## config.mk

```make
export PLATFORM = sky130hd
export DESIGN_NAME = disp_sched
export DESIGN_NICKNAME = d
export VERILOG_FILES = /design/src/rtl/disp_pkg.sv /design/src/rtl/disp_sched_ms_tick_gen.sv /design/src/rtl/disp_sched.sv
export SDC_FILE = /design/constraint.sdc
export NUM_CORES = 1
export LEC_CHECK = 0
export CELL_PAD_IN_SITES_DETAIL_PLACEMENT = 1
export CELL_PAD_IN_SITES_GLOBAL_PLACEMENT = 1
export CORE_MARGIN = 2
export CORE_UTILIZATION = 40
export DETAILED_ROUTE_END_ITERATION = 10
export GPL_TIMING_DRIVEN = 0
export HOLD_SLACK_MARGIN = 0.06
export PLACE_DENSITY_LB_ADDON = 0.1
export SYNTH_ARGS = -nofsm -noshare
export SYNTH_HDL_FRONTEND = slang
export SYNTH_SLANG_ARGS = --single-unit
```

## constraint.sdc

```tcl
create_clock -name clk -period 3.8 [get_ports clk]
set_clock_uncertainty 0.1 [all_clocks]
set_input_delay 0.76 -clock clk [delete_from_list [all_inputs] [get_ports clk]]
set_output_delay 0.76 -clock clk [all_outputs]
set_load 0.02 [all_outputs]
```

## src/rtl/disp_pkg.sv

```systemverilog
// Shared types and constants for the score/timer/flash display scheduler.
package disp_pkg;

  typedef enum logic [1:0] {
    IDLE       = 2'd0,
    SHOW_SCORE = 2'd1,
    SHOW_TIMER = 2'd2,
    FLASH      = 2'd3
  } state_t;

  localparam logic [1:0] SRC_NONE  = 2'd0;
  localparam logic [1:0] SRC_SCORE = 2'd1;
  localparam logic [1:0] SRC_TIMER = 2'd2;
  localparam logic [1:0] SRC_FLASH = 2'd3;

  localparam int TICK_CYCLES = 50000;

  function automatic logic [11:0] bcd_fix(input logic [11:0] v);
    logic [11:0] r;
    r = v;
    for (int i = 0; i < 3; i++) begin
      if (v[i*4 +: 4] > 4'd9) r[i*4 +: 4] = 4'd0;
    end
    return r;
  endfunction

  function automatic logic bcd_bad(input logic [11:0] v);
    logic b;
    b = 1'b0;
    for (int i = 0; i < 3; i++) begin
      if (v[i*4 +: 4] > 4'd9) b = 1'b1;
    end
    return b;
  endfunction

endpackage

```

## src/rtl/disp_sched_ms_tick_gen.sv

```systemverilog
// Free-running 1 ms prescaler: ms_tick pulses on the last count.
module ms_tick_gen #(
  parameter int TICK_CYCLES = disp_pkg::TICK_CYCLES
) (
  input  logic clk,
  input  logic rst_n,
  output logic ms_tick
);
  localparam logic [15:0] LAST = 16'(TICK_CYCLES - 1);

  logic [15:0] cnt;

  assign ms_tick = (cnt == LAST);

  always_ff @(posedge clk or negedge rst_n) begin
    if (!rst_n) cnt <= '0;
    else if (ms_tick) cnt <= '0;
    else cnt <= cnt + 16'd1;
  end

endmodule

```

## src/rtl/disp_sched.sv

```systemverilog
// Arbitrates score, timer and flash sources onto the 3-digit BCD display.
module disp_sched #(
  parameter int TICK_CYCLES = disp_pkg::TICK_CYCLES,
  parameter int ROT_MS      = 2000,
  parameter int FLASH_MS    = 500
) (
  input  logic        clk,
  input  logic        reset,
  input  logic        score_vld,
  input  logic [11:0] score_bcd,
  input  logic        timer_vld,
  input  logic [11:0] timer_bcd,
  input  logic        flash_req,
  input  logic [11:0] flash_bcd,
  output logic [11:0] disp_bcd,
  output logic        disp_blank,
  output logic [1:0]  disp_src,
  output logic        flash_busy,
  output logic        bcd_err
);
  import disp_pkg::*;

  localparam logic [11:0] ROT_LAST   = 12'(ROT_MS - 1);
  localparam logic [11:0] FLASH_LAST = 12'(FLASH_MS - 1);

  state_t      state, state_n;
  logic [1:0]  ret, ret_n;
  logic [11:0] ms_cnt, ms_cnt_n;
  logic [11:0] flash_lat, flash_n;
  logic [11:0] sel, bcd_n;
  logic [1:0]  src_n;
  logic        blank_n, busy_n, err_n;
  logic        ms_tick, rot_exp, fl_exp, clr;

  ms_tick_gen #(.TICK_CYCLES(TICK_CYCLES)) u_tick (
    .clk    (clk),
    .rst_n  (reset),
    .ms_tick(ms_tick)
  );

  assign rot_exp = ms_tick && (ms_cnt == ROT_LAST);
  assign fl_exp  = ms_tick && (ms_cnt == FLASH_LAST);
  assign flash_n = flash_req ? flash_bcd : flash_lat;

  always_comb begin
    state_n = state;
    ret_n   = ret;
    clr     = 1'b0;
    unique case (state)
      IDLE: begin
        if (flash_req) begin
          state_n = FLASH;
          ret_n   = SRC_NONE;
        end else if (score_vld) state_n = SHOW_SCORE;
        else if (timer_vld) state_n = SHOW_TIMER;
      end
      SHOW_SCORE: begin
        if (flash_req) begin
          state_n = FLASH;
          ret_n   = SRC_SCORE;
        end else if (!score_vld) begin
          state_n = timer_vld ? SHOW_TIMER : IDLE;
        end else if (rot_exp) begin
          if (timer_vld) state_n = SHOW_TIMER;
          else clr = 1'b1;
        end
      end
      SHOW_TIMER: begin
        if (flash_req) begin
          state_n = FLASH;
          ret_n   = SRC_TIMER;
        end else if (!timer_vld) begin
          state_n = score_vld ? SHOW_SCORE : IDLE;
        end else if (rot_exp) begin
          if (score_vld) state_n = SHOW_SCORE;
          else clr = 1'b1;
        end
      end
      FLASH: begin
        if (flash_req) clr = 1'b1;
        else if (fl_exp) begin
          // return source first, then whichever other source is live
          if (ret == SRC_SCORE && score_vld) state_n = SHOW_SCORE;
          else if (ret == SRC_TIMER && timer_vld) state_n = SHOW_TIMER;
          else if (score_vld) state_n = SHOW_SCORE;
          else if (timer_vld) state_n = SHOW_TIMER;
          else state_n = IDLE;
        end
      end
      default: state_n = IDLE;
    endcase
  end

  always_comb begin
    ms_cnt_n = ms_cnt;
    if (clr || (state_n != state)) ms_cnt_n = '0;
    else if (ms_tick) ms_cnt_n = ms_cnt + 12'd1;
  end

  always_comb begin
    sel     = '0;
    blank_n = 1'b0;
    src_n   = SRC_NONE;
    unique case (state_n)
      SHOW_SCORE: begin
        sel   = score_bcd;
        src_n = SRC_SCORE;
      end
      SHOW_TIMER: begin
        sel   = timer_bcd;
        src_n = SRC_TIMER;
      end
      FLASH: begin
        sel   = flash_n;
        src_n = SRC_FLASH;
      end
      default: blank_n = 1'b1;
    endcase
    bcd_n  = (state_n == IDLE) ? disp_bcd : bcd_fix(sel);
    err_n  = bcd_err | ((state_n != IDLE) && bcd_bad(sel));
    busy_n = (state_n == FLASH);
  end

  always_ff @(posedge clk or negedge reset) begin
    if (!reset) begin
      state      <= IDLE;
      ret        <= SRC_NONE;
      ms_cnt     <= '0;
      flash_lat  <= '0;
      disp_bcd   <= '0;
      disp_blank <= 1'b1;
      disp_src   <= SRC_NONE;
      flash_busy <= 1'b0;
      bcd_err    <= 1'b0;
    end else begin
      state      <= state_n;
      ret        <= ret_n;
      ms_cnt     <= ms_cnt_n;
      flash_lat  <= flash_n;
      disp_bcd   <= bcd_n;
      disp_blank <= blank_n;
      disp_src   <= src_n;
      flash_busy <= busy_n;
      bcd_err    <= err_n;
    end
  end

endmodule

```

==> flow_summary_export.csv <==
group,metric,value,unit
status,status,"finished, final reports clean",
detailed_routing,drc_errors,0,
detailed_routing,drt_first_pass_iters,4,
logic_synthesis,synth_compound_area_share,11.51,%
critical_path,critical_path.max_fanout,10,
sta,slew_viol_final,0,
clock_tree,cts.hold.buffers_added,0,
floorplanning,ioPinCount,58,
critical_path,cp.arrival,3700,ps
floorplanning,core,7767,um2
sta,hold_viol,0,
logic_synthesis,ys_warn_count,0,
global_route,grt_usage,21.31,%
logic_synthesis,muxShareOfSynthArea,7.532,%
sta,tightest_slew,610.0,ps
finish,nFillCells,885,
sta,setup_tns,0,ps
finish,mostFrequentLayoutCells,"nor2_1, dfrtp_1, clkdlybuf4s50_1",
global_route,grt-ovfl-total,0,
logic_synthesis,synth_cell_type_count,60,
clock_tree,cts_tree,"done",
logic_synthesis,syn-cell-area,3239,um2
floorplanning,initial_core_util,41.70,%
clock_tree,cts_sinks,60,
detailed_routing,vias_per_cell,5.455,
detailed_routing,via_count,2771,
logic_synthesis,ys_seq_area_share,46.39,%
logic_synthesis,synth-edff-count,0,
min_path,hold_class,"in -> async",
sta,period_share,94.61,%
power,ir_drop,0.1622,mV
placed_design,dp_slack,240.8,ps
clock_tree,cts_root_buffer,"clkbuf_8",
floorplanning,die_w,93.99,um
clock_tree,cts_inserted_buffers,9,
logic_synthesis,synthSimpleGateAreaFrac,24.87,%
logic_synthesis,syn_nets,376,
logic_synthesis,async_flop_share,100.0,%
logic_synthesis,ys_seq_elements,60,
detailed_routing,wl_per_cell,16.95,um
logic_synthesis,synthXorXnorAreaFrac,6.219,%
run,drv_cap,0,
critical_path,crit_type,"reg -> reg",
sta,max_freq,0.2781,GHz
power,power_leakage,1.708,nW
power,seq_power_share,46.6,%
power,sw_frac_of_total,25.40,%
floorplanning,dieArea,8834,um2
clock_tree,htreeDepth,3,
detailed_routing,first_iter_violations,72,
sta,relSlewSlack,59.33,%
finish,final_util,53.38,%
critical_path,required,3900,ps
sta,finalWorstSetupSlack,204.7,ps
clock_tree,ctsLongestPathBuffers,2,
sta,setup_viol,0,
logic_synthesis,syn_avg_cell_area,9.728,um2
power,clock_power_share,39.9,%
global_route,grt_pass1_wl,14500,um
critical_path,start_kind,"flop",
finish,area_growth,28.00,%
finish,fin_nets,445,
global_route,grt_max_degree,37,
clock_tree,cts_setup_buffers,0,
critical_path,cp-startpoint,"u_tick.cnt[12]$_DFF_PN0_",
finish,n_antenna_cell,0,
critical_path,end_kind,"flop",
power,p_int,1.089,mW
power,pwr_density_cell,352.0,nW/um2
floorplanning,die_h,93.99,um
detailed_routing,wl,8611,um
detailed_routing,ant_nets,0,
power,comb_power_share,13.5,%
clock_tree,worstSkewPairLatency,350,ps
logic_synthesis,synthCells,333,
global_route,grt_antenna_before_repair,0,
sta,min_period,3595,ps
floorplanning,rows,32,
clock_tree,path_clk_slew,70,ps
power,p_switching,0.3708,mW
placed_design,port-buffer-count,57,
logic_synthesis,synth_ff_type,"dfrtp_1",
global_route,grt_pass1_vias,2951,
logic_synthesis,synth_top_family_by_area,"simple AND/OR/NAND/NOR gates",
placed_design,routabilityCongestion,0.8300,
placed_design,dp_hpwl,6425,um
critical_path,reg2reg_from,"u_tick.cnt[12]$_DFF_PN0_",
logic_synthesis,synth_adder_area_share,0.7725,%
sta,rsz0062_at_grt,"false",
finish,drive_gt1_share,12.56,%
[registers in the layout, indices dropped and copies added (netlist names)]
signal and flops:
bcd_err 1, ms_cnt 12, flash_busy 1, flash_lat 12, disp_blank 1, disp_src 1, disp_bcd 12, state 2
u_tick.cnt 16, ret 2
[worst max-delay path, cell delays in order (launching register included)]
cell      delay [ps]
dfrtp_1          420
or4bb_1          670
nor4_4           390
a31oi_1          230
a221o_1          360
a21boi_2         170
buf_2            280
clkbuf_4         290
nor3_1            70
a311oi_1         320
nand3_1          140
[synthesized netlist by cell type, drive strengths merged (4+ instances only)]
library cell,count,area [um2]
xor2,14,122.6
buf,6,31.28
clkbuf,7,26.28
nor3,5,25.02
xnor2,9,78.83
inv,8,30.03
o22ai,4,25.02
or2,4,25.02
o21ai,10,50.04
and3,7,43.79
mux2,16,183.9
nand4,5,31.28
a21oi,11,66.32
nor4,7,80.07
dfrtp,59,1476
and2,7,43.79
nor2,59,221.5
or3,4,25.02
mux2i,6,60.06
a211oi,5,37.54
nand2,21,78.83
nand3,17,85.08
[layout make-up]
type | instances | area [um2] | share of cell area [%]
clock buffer | 11 | 141.4 | 3.410
tap | 102 | 127.6 | 3.078
sequential | 60 | 1503 | 36.24
timing repair buffer | 58 | 585.6 | 14.12
clock inverter | 4 | 50.05 | 1.207
buffer | 13 | 60.06 | 1.448
inverter | 8 | 30.03 | 0.7242
multi-input combinational | 252 | 1649 | 39.77
[metal layers]
| metal | part of all wire [%] | vias up | GRT usage (%) |
|---|---|---|---|
| li1 | - | 1325 | - |
| met1 | 47 | 1380 | 29.15 |
| met2 | 48 | 57 | 33.51 |
| met3 | 3.6 | 9 | 5.457 |
| met4 | 0.80 | 0 | 5.918 |
| met5 | 0 | - | 0 |
[stage by stage]
step / hold slack, ps / power (mW) / cell area, um2 / instances
6_report: 316.0 / 1.460 / 4146 / 508
5_1_grt: 356.2 / 1.527 / 4146 / 508
4_1_cts: 337.4 / 1.475 / 4144 / 508
3_5_place_dp: 379.4 / 0.8918 / 3953 / 493
3_3_place_gp: 372.6 / 0.8866 / 3938 / 492
2_1_floorplan: 347.9 / 0.7814 / 3239 / 333
[kinds of logic after synthesis]
group,Yosys count
AO/OA/AOI/OAI,52
XOR/XNOR,23
adder cells (fa/ha/maj),2
buffers and inverters,21
flip-flops,60
multiplexers,22
AND/OR/NAND/NOR,153
[repair_timing]
| item | in CTS | in global routing |
|---|---|---|
| endpoints found under the hold margin | 0 | 0 |
| resized for setup | 0 | 1 |
| endpoints found under the setup margin | 0 | 1 |
[power by group through the flow]
stage / Sequential (mW) / Combinational [mW] / Clock [mW]
2_1_floorplan: 0.707 / 0.0747 / 0
3_3_place_gp: 0.691 / 0.196 / 0
3_5_place_dp: 0.693 / 0.199 / 0
4_1_cts: 0.680 / 0.201 / 0.594
5_1_grt: 0.684 / 0.217 / 0.626
6_report: 0.680 / 0.198 / 0.582
[final timing paths]
check / to / slack, ps / cells past startpoint
min in group clk: u_tick.cnt[0]$_DFF_PN0_ / 390 / 1
worst min register to register: u_tick.cnt[0]$_DFF_PN0_ / 390 / 1
max in group asynchronous: flash_lat[10]$_DFF_PN0_ / 2670 / 2
worst max-delay path: bcd_err$_DFF_PN0_ / 200 / 10
worst max register to register: bcd_err$_DFF_PN0_ / 200 / 10
worst min-delay path: ms_cnt[4]$_DFFE_PN0P_ / 320 / 1
No activity file was read; power rests on OpenSTA's default activity.
